## src/rtl/datain_pkt_rx.sv

```systemverilog
// datain_pkt_rx: packet receiver for the datain stream.
// Parses a header {len, addr}, buffers header+payload into one of NUM_CH
// first-word-fall-through FIFOs and commits the packet only after the
// trailing parity word, so readers only ever see whole packets.
// Optional build macro: DATAIN_PARITY_DROP_EN (discard packets whose parity
// mismatches instead of committing them with an err pulse).
module datain_pkt_rx #(
   parameter int BW         = 8,
   parameter int NUM_CH     = 3,
   parameter int FIFO_DEPTH = 64,
   parameter int ADDR_W     = $clog2(NUM_CH),
   parameter int LEN_W      = BW - ADDR_W
) (
   input  logic                 clk,
   input  logic                 rst,
   input  logic                 packet_valid,
   input  logic [BW-1:0]        data_in,
   input  logic [NUM_CH-1:0]    rd_en,
   output logic [NUM_CH*BW-1:0] dout,
   output logic [NUM_CH-1:0]    vld_out,
   output logic                 err,
   output logic [15:0]          drop_cnt,
   output logic [15:0]          pkt_cnt
);

   localparam int PTR_W = $clog2(FIFO_DEPTH) + 1;
   localparam int IDX_W = PTR_W - 1;
   localparam int CMP_W = (PTR_W > LEN_W + 1) ? PTR_W : LEN_W + 1;

   typedef enum logic [1:0] {IDLE, PAYLOAD, PARITY, DROP} state_t;

   state_t             state_r, state_nx;
   logic [ADDR_W-1:0]  addr_r;
   logic [LEN_W-1:0]   len_r;
   logic [LEN_W-1:0]   cnt_r;
   logic [BW-1:0]      acc_r;
   logic [PTR_W-1:0]   swptr_r [NUM_CH];
   logic [PTR_W-1:0]   cwptr_r [NUM_CH];
   logic [PTR_W-1:0]   rptr_r  [NUM_CH];
   logic [BW-1:0]      mem     [NUM_CH][FIFO_DEPTH];
   logic               err_r;
   logic [15:0]        drop_cnt_r;
   logic [15:0]        pkt_cnt_r;

   logic [ADDR_W-1:0]  hdr_addr_s;
   logic [LEN_W-1:0]   hdr_len_s;
   logic [CMP_W-1:0]   free_s;
   logic [CMP_W-1:0]   need_s;
   logic               hdr_bad_s;
   logic               wr_en_s;
   logic [ADDR_W-1:0]  wr_ch_s;
   logic               commit_s;
   logic               rollback_s;
   logic               drop_inc_s;
   logic               pkt_inc_s;
   logic               err_s;
   logic [NUM_CH-1:0]  vld_s;

   assign hdr_addr_s = data_in[ADDR_W-1:0];
   assign hdr_len_s  = data_in[BW-1:ADDR_W];

   // Header admission: free space of the addressed channel against len+1 words.
   always_comb begin
      free_s = '0;
      for (int k = 0; k < NUM_CH; k++) begin
         if (hdr_addr_s == ADDR_W'(k)) begin
            free_s = CMP_W'(PTR_W'(FIFO_DEPTH) - (cwptr_r[k] - rptr_r[k]));
         end else begin
            free_s = free_s;
         end
      end
      need_s    = CMP_W'(hdr_len_s) + CMP_W'(1);
      hdr_bad_s = (hdr_len_s == '0) ||
                  ({1'b0, hdr_addr_s} >= (ADDR_W + 1)'(NUM_CH)) ||
                  (free_s < need_s);
   end

   // Next-state and per-cycle control strobes of the receive FSM.
   always_comb begin
      state_nx   = state_r;
      wr_en_s    = 1'b0;
      wr_ch_s    = addr_r;
      commit_s   = 1'b0;
      rollback_s = 1'b0;
      drop_inc_s = 1'b0;
      pkt_inc_s  = 1'b0;
      err_s      = 1'b0;
      case (state_r)
         IDLE: begin
            if (packet_valid) begin
               wr_ch_s = hdr_addr_s;
               if (hdr_bad_s) begin
                  drop_inc_s = 1'b1;
                  state_nx   = DROP;
               end else begin
                  wr_en_s  = 1'b1;
                  state_nx = PAYLOAD;
               end
            end else begin
               state_nx = IDLE;
            end
         end
         PAYLOAD: begin
            if (packet_valid) begin
               wr_en_s = 1'b1;
               if (cnt_r == len_r - LEN_W'(1)) begin
                  state_nx = PARITY;
               end else begin
                  state_nx = PAYLOAD;
               end
            end else begin
               rollback_s = 1'b1;
               drop_inc_s = 1'b1;
               state_nx   = IDLE;
            end
         end
         PARITY: begin
            if (packet_valid) begin
               state_nx = IDLE;
               if (acc_r == data_in) begin
                  commit_s  = 1'b1;
                  pkt_inc_s = 1'b1;
               end else begin
                  err_s = 1'b1;
`ifdef DATAIN_PARITY_DROP_EN
                  rollback_s = 1'b1;
                  drop_inc_s = 1'b1;
`else
                  commit_s  = 1'b1;
                  pkt_inc_s = 1'b1;
`endif
               end
            end else begin
               rollback_s = 1'b1;
               drop_inc_s = 1'b1;
               state_nx   = IDLE;
            end
         end
         DROP: begin
            if (packet_valid) begin
               state_nx = DROP;
            end else begin
               state_nx = IDLE;
            end
         end
         default: begin
            state_nx = IDLE;
         end
      endcase
   end

   // FSM state, header fields, payload counter and parity accumulator.
   always_ff @(posedge clk or posedge rst) begin
      if (rst) begin
         state_r <= IDLE;
         addr_r  <= '0;
         len_r   <= '0;
         cnt_r   <= '0;
         acc_r   <= '0;
      end else begin
         state_r <= state_nx;
         if (state_r == IDLE && packet_valid) begin
            addr_r <= hdr_addr_s;
            len_r  <= hdr_len_s;
            cnt_r  <= '0;
            acc_r  <= data_in;
         end else if (state_r == PAYLOAD && packet_valid) begin
            cnt_r <= cnt_r + LEN_W'(1);
            acc_r <= acc_r ^ data_in;
         end else begin
            acc_r <= acc_r;
         end
      end
   end

   // Shadow/committed write pointers and read pointers per channel.
   always_ff @(posedge clk or posedge rst) begin
      if (rst) begin
         for (int k = 0; k < NUM_CH; k++) begin
            swptr_r[k] <= '0;
            cwptr_r[k] <= '0;
            rptr_r[k]  <= '0;
         end
      end else begin
         for (int k = 0; k < NUM_CH; k++) begin
            if (wr_en_s && wr_ch_s == ADDR_W'(k)) begin
               swptr_r[k] <= swptr_r[k] + PTR_W'(1);
            end else if (rollback_s && addr_r == ADDR_W'(k)) begin
               swptr_r[k] <= cwptr_r[k];
            end else begin
               swptr_r[k] <= swptr_r[k];
            end
            if (commit_s && addr_r == ADDR_W'(k)) begin
               cwptr_r[k] <= swptr_r[k];
            end else begin
               cwptr_r[k] <= cwptr_r[k];
            end
            if (rd_en[k] && vld_s[k]) begin
               rptr_r[k] <= rptr_r[k] + PTR_W'(1);
            end else begin
               rptr_r[k] <= rptr_r[k];
            end
         end
      end
   end

   // FIFO storage write at the shadow pointer of the target channel.
   always_ff @(posedge clk) begin
      for (int k = 0; k < NUM_CH; k++) begin
         if (wr_en_s && wr_ch_s == ADDR_W'(k)) begin
            mem[k][swptr_r[k][IDX_W-1:0]] <= data_in;
         end
      end
   end

   // Error pulse and packet statistics.
   always_ff @(posedge clk or posedge rst) begin
      if (rst) begin
         err_r      <= 1'b0;
         drop_cnt_r <= 16'h0000;
         pkt_cnt_r  <= 16'h0000;
      end else begin
         err_r <= err_s;
         if (drop_inc_s && drop_cnt_r != 16'hFFFF) begin
            drop_cnt_r <= drop_cnt_r + 16'h0001;
         end else begin
            drop_cnt_r <= drop_cnt_r;
         end
         if (pkt_inc_s) begin
            pkt_cnt_r <= pkt_cnt_r + 16'h0001;
         end else begin
            pkt_cnt_r <= pkt_cnt_r;
         end
      end
   end

   // Read side: only committed words are visible; head word falls through.
   always_comb begin
      dout = '0;
      for (int k = 0; k < NUM_CH; k++) begin
         vld_s[k] = (cwptr_r[k] != rptr_r[k]);
         if (vld_s[k]) begin
            dout[k*BW +: BW] = mem[k][rptr_r[k][IDX_W-1:0]];
         end else begin
            dout[k*BW +: BW] = '0;
         end
      end
   end

   assign vld_out  = vld_s;
   assign err      = err_r;
   assign drop_cnt = drop_cnt_r;
   assign pkt_cnt  = pkt_cnt_r;

endmodule

```

## config.mk

```make
export PLATFORM = sky130hd
export DESIGN_NAME = datain_pkt_rx
export DESIGN_NICKNAME = d
export VERILOG_FILES = /design/src/rtl/datain_pkt_rx.sv
export SDC_FILE = /design/constraint.sdc
export NUM_CORES = 2
export LEC_CHECK = 0
export ABC_AREA = 1
export BUFFER_PORTS_ARGS = -buffer_cell sky130_fd_sc_hd__buf_2
export CORE_MARGIN = 5
export CORE_UTILIZATION = 60
export CTS_BUF_LIST = sky130_fd_sc_hd__clkbuf_8
export CTS_CLUSTER_DIAMETER = 120
export CTS_CLUSTER_SIZE = 16
export DETAILED_ROUTE_END_ITERATION = 12
export GPL_TIMING_DRIVEN = 0
export PLACE_DENSITY_LB_ADDON = 0.25
export SLEW_MARGIN = 10
export SYNTH_ARGS = -nofsm -noshare
export SYNTH_HDL_FRONTEND = slang
export SYNTH_SLANG_ARGS = --single-unit
```

## constraint.sdc

```tcl
create_clock -name clk -period 6.6 [get_ports clk]
set_clock_uncertainty 0.2 [all_clocks]
set_input_delay 0.66 -clock clk [delete_from_list [all_inputs] [get_ports clk]]
set_output_delay 0.66 -clock clk [all_outputs]
set_load 0.02 [all_outputs]
```

==> results.json <==
{
  "maxCapViolCount": 0,
  "hold_viol": 0,
  "root_buffer": "clkbuf_8",
  "tightest_slew_ns": 1.21,
  "syn_inst": 5736,
  "synth-async-reset-ratio_pct": 7.25,
  "powerDensity_nw_per_um2": 431,
  "clk_pin_slew_ns": 0.10,
  "first_pass_iters": 8,
  "rows": 124,
  "viasPerCell": 6.61,
  "antenna_left": 0,
  "ir_worst_vdd_uv": 301,
  "ys_seq_elements": 1656,
  "drt_iter0_markers": 8781,
  "fin_util_pct": 64.6,
  "synth_edf_count": 1536,
  "synth_flop_cell": "edfxtp_1",
  "path_class": "flip-flop to flip-flop",
  "yosysMostFrequentCell": "edfxtp_1",
  "synth_common_cells": "1,536 x edfxtp_1, 1,150 x nor2_1, 814 x o21ai_0",
  "holdCritPathClass": "input pin to flip-flop",
  "drive_gt1_share_pct": 6.63,
  "maxSlewViolCount": 0,
  "p_leak_nw": 24.7,
  "critPathArrivalTime_ns": 6.79,
  "core_um2": 114000,
  "relSlewSlack_pct": 18.7,
  "finalCritPeriodShare_pct": 99.0,
  "crit_required_ns": 6.86,
  "cts_made_buffers": 113,
  "place_hpwl_mm": 152,
  "max_stage_delay_ns": 1.06,
  "clock.fmax_mhz": 153,
  "cp_max_fo": 19,
  "first_global_vias": 46800,
  "start_util_pct": 60.3,
  "worst_setup_path_start_kind": "flip-flop",
  "yosysWarnings": 0,
  "wl_mm": 229,
  "rsz0062_at_grt": "true",
  "syn_area_per_cell_um2": 12.0,
  "antenna_found_initial": 6,
  "fill_cells": 8771,
  "cts_tree": "built",
  "area_delta_synth_final_pct": 7.03,
  "synth_area_leaders": "edfxtp_1 67%, nor2_1 6.3%, o21ai_0 5.9%, dfrtp_1 4.4%, nand2_1 3.1%",
  "syn_area_um2": 68800,
  "fin_nets": 6022,
  "final_area_um2": 73600,
  "fin_total_pwr_mw": 31.7,
  "synth_top_area_share_pct": 67.1,
  "crit_path_frequent_cell": "inv_1",
  "slowest_stage": "nor2_1",
  "critical-path-top-delay-family": "simple AND/OR/NAND/NOR gates",
  "yosysTopAreaCell": "edfxtp_1",
  "io_buffer_count": 73,
  "synth_fp_nets": 5809,
  "vias": 49700,
  "drt-wirelength-per-cell_um": 30.5,
  "min_period_ns": 6.54,
  "dpl_cell_area_um2": 71600,
  "status": "finished clean",
  "path_buf_inv": 8,
  "synth-seq-area-share_pct": 71.4,
  "chipWidth_um": 349,
  "report.final.setup_viol": 0,
  "grt-ovfl-total": 0,
  "insertion_delay_ns": 0.87,
  "drc": 0,
  "cts.sinks": 1656,
  "cts_max_path_buffers": 3,
  "synthDistinctLibCells": 48,
  "cts-htree-levels": 3,
  "grtUsageTotal_pct": 36.8,
  "dieArea_um2": 122000,
  "fp.dieH_um": 349,
  "grt_first_pass_wirelength_mm": 321,
  "cp-end-kind": "flip-flop",
  "grt_max_degree": 137,
  "place.gp.congestion": 1.02,
  "num_io_pins": 74
}
==> layer usage <==
metal	global-route usage (%)	part of all wire, %
met1	48.9	35
met2	55.9	45
met3	8.75	13
met4	22.3	7.3
met5	0	0.012
==> state kept, by name, summed over array words and instances, names as in the netlist <==
| register | flops |
|---|---|
| err | 1 |
| cnt_r | 6 |
| state_r | 2 |
| pkt_cnt | 16 |
| cwptr_r | 21 |
| drop_cnt | 16 |
| addr_r | 2 |
| len_r | 6 |
| mem | 1536 |
| swptr_r | 21 |
| acc_r | 8 |
| rptr_r | 21 |
==> final cells by class <==
class	count	area, um^2	area share (%)
diodes	3	7.51	0.0102
well taps	1512	1890	2.57
flip-flops and latches	1656	49100	66.7
clock inverters	58	234	0.318
inverters	173	656	0.891
multi-input cells	3567	17900	24.3
clock buffers	115	1580	2.15
repair buffers	99	843	1.15
plain buffers	339	1410	1.92
==> metrics by stage <==
stage               worst slack [ns]  setup TNS [ns]  hold slack (ns)  cells
floorplan                       1.90               0            0.261   5736
global placement               -2.07        -2023.33            0.257   7321
detailed placement            -0.732         -108.75            0.261   7339
CTS                            0.250               0          0.00353   7519
global route                 -0.0397          -0.516           0.0280   7520
finish                        0.0644               0           0.0635   7522
==> cells by family (layout without fill, tap and decap cells) <==
logic type / after synthesis / in the layout / synth area share (%)
simple gates: 2112 / 2112 / 12.7
flops: 1656 / 1656 / 71.4
compound gates: 1316 / 1316 / 10.7
buf+inv: 513 / 784 / 3.00
xor+xnor: 80 / 80 / 1.02
fa+ha+maj: 59 / 59 / 1.11
other cells: 0 / 3 / 0
==> cell usage in the layout, fill, tap and decap left out, types with 3 or more instances in the layout <==
cell type and count:
ha_1 56, o211ai_1 167, nor2_2 15, xnor2_1 23, edfxtp_1 1536, buf_1 7, buf_16 9, dfrtp_1 120
nor3_4 8, diode_2 3, buf_2 143, nor2_1 1145, clkinv_1 15, buf_6 4, nand3_2 4, fa_1 3
inv_1 205, nor3_1 16, clkbuf_8 115, nor3_2 38, o21ai_1 11, xor2_1 57, o221ai_1 18, o21ai_0 814
nand4_1 32, or2_2 5, buf_8 9, nand3_1 260, nand2_4 3, clkbuf_1 247, nand3_4 13, o22ai_1 210
buf_4 13, inv_2 6, dlygate4sd3_1 6, nor4_1 6, nand2_1 559, a21oi_1 85
==> worst paths after layout <==
kind / start / end / slack [ns] / cells after the start
max: rptr_r[7] / mem[0][253] / 0.06 / 26
min: data_in[7] / mem[0][407] / 0.06 / 1
max reg2reg: rptr_r[7] / mem[0][253] / 0.06 / 26
min reg2reg: pkt_cnt[15] / pkt_cnt[15] / 0.28 / 1
max in group asynchronous: rst / rptr_r[9] / 5.22 / 4
min in group asynchronous: rst / pkt_cnt[6] / 0.20 / 3
==> where the power goes <==
group          internal (mW)  switching (mW)  leakage, nW
logic                   3.53            11.3         8.19
registers               11.8           0.308         15.3
clock network           1.60            3.26         1.13
==> timing repair <==
action | CTS | global route
hold buffers | 6 | 0
setup buffers | 2 | 0
cloned | 0 | 0
gates resized for setup | 10 | 5
endpoints found under the setup margin | 865 | 56
endpoints found under the hold margin | 92 | 0
(Power assumes the default switching activity.)
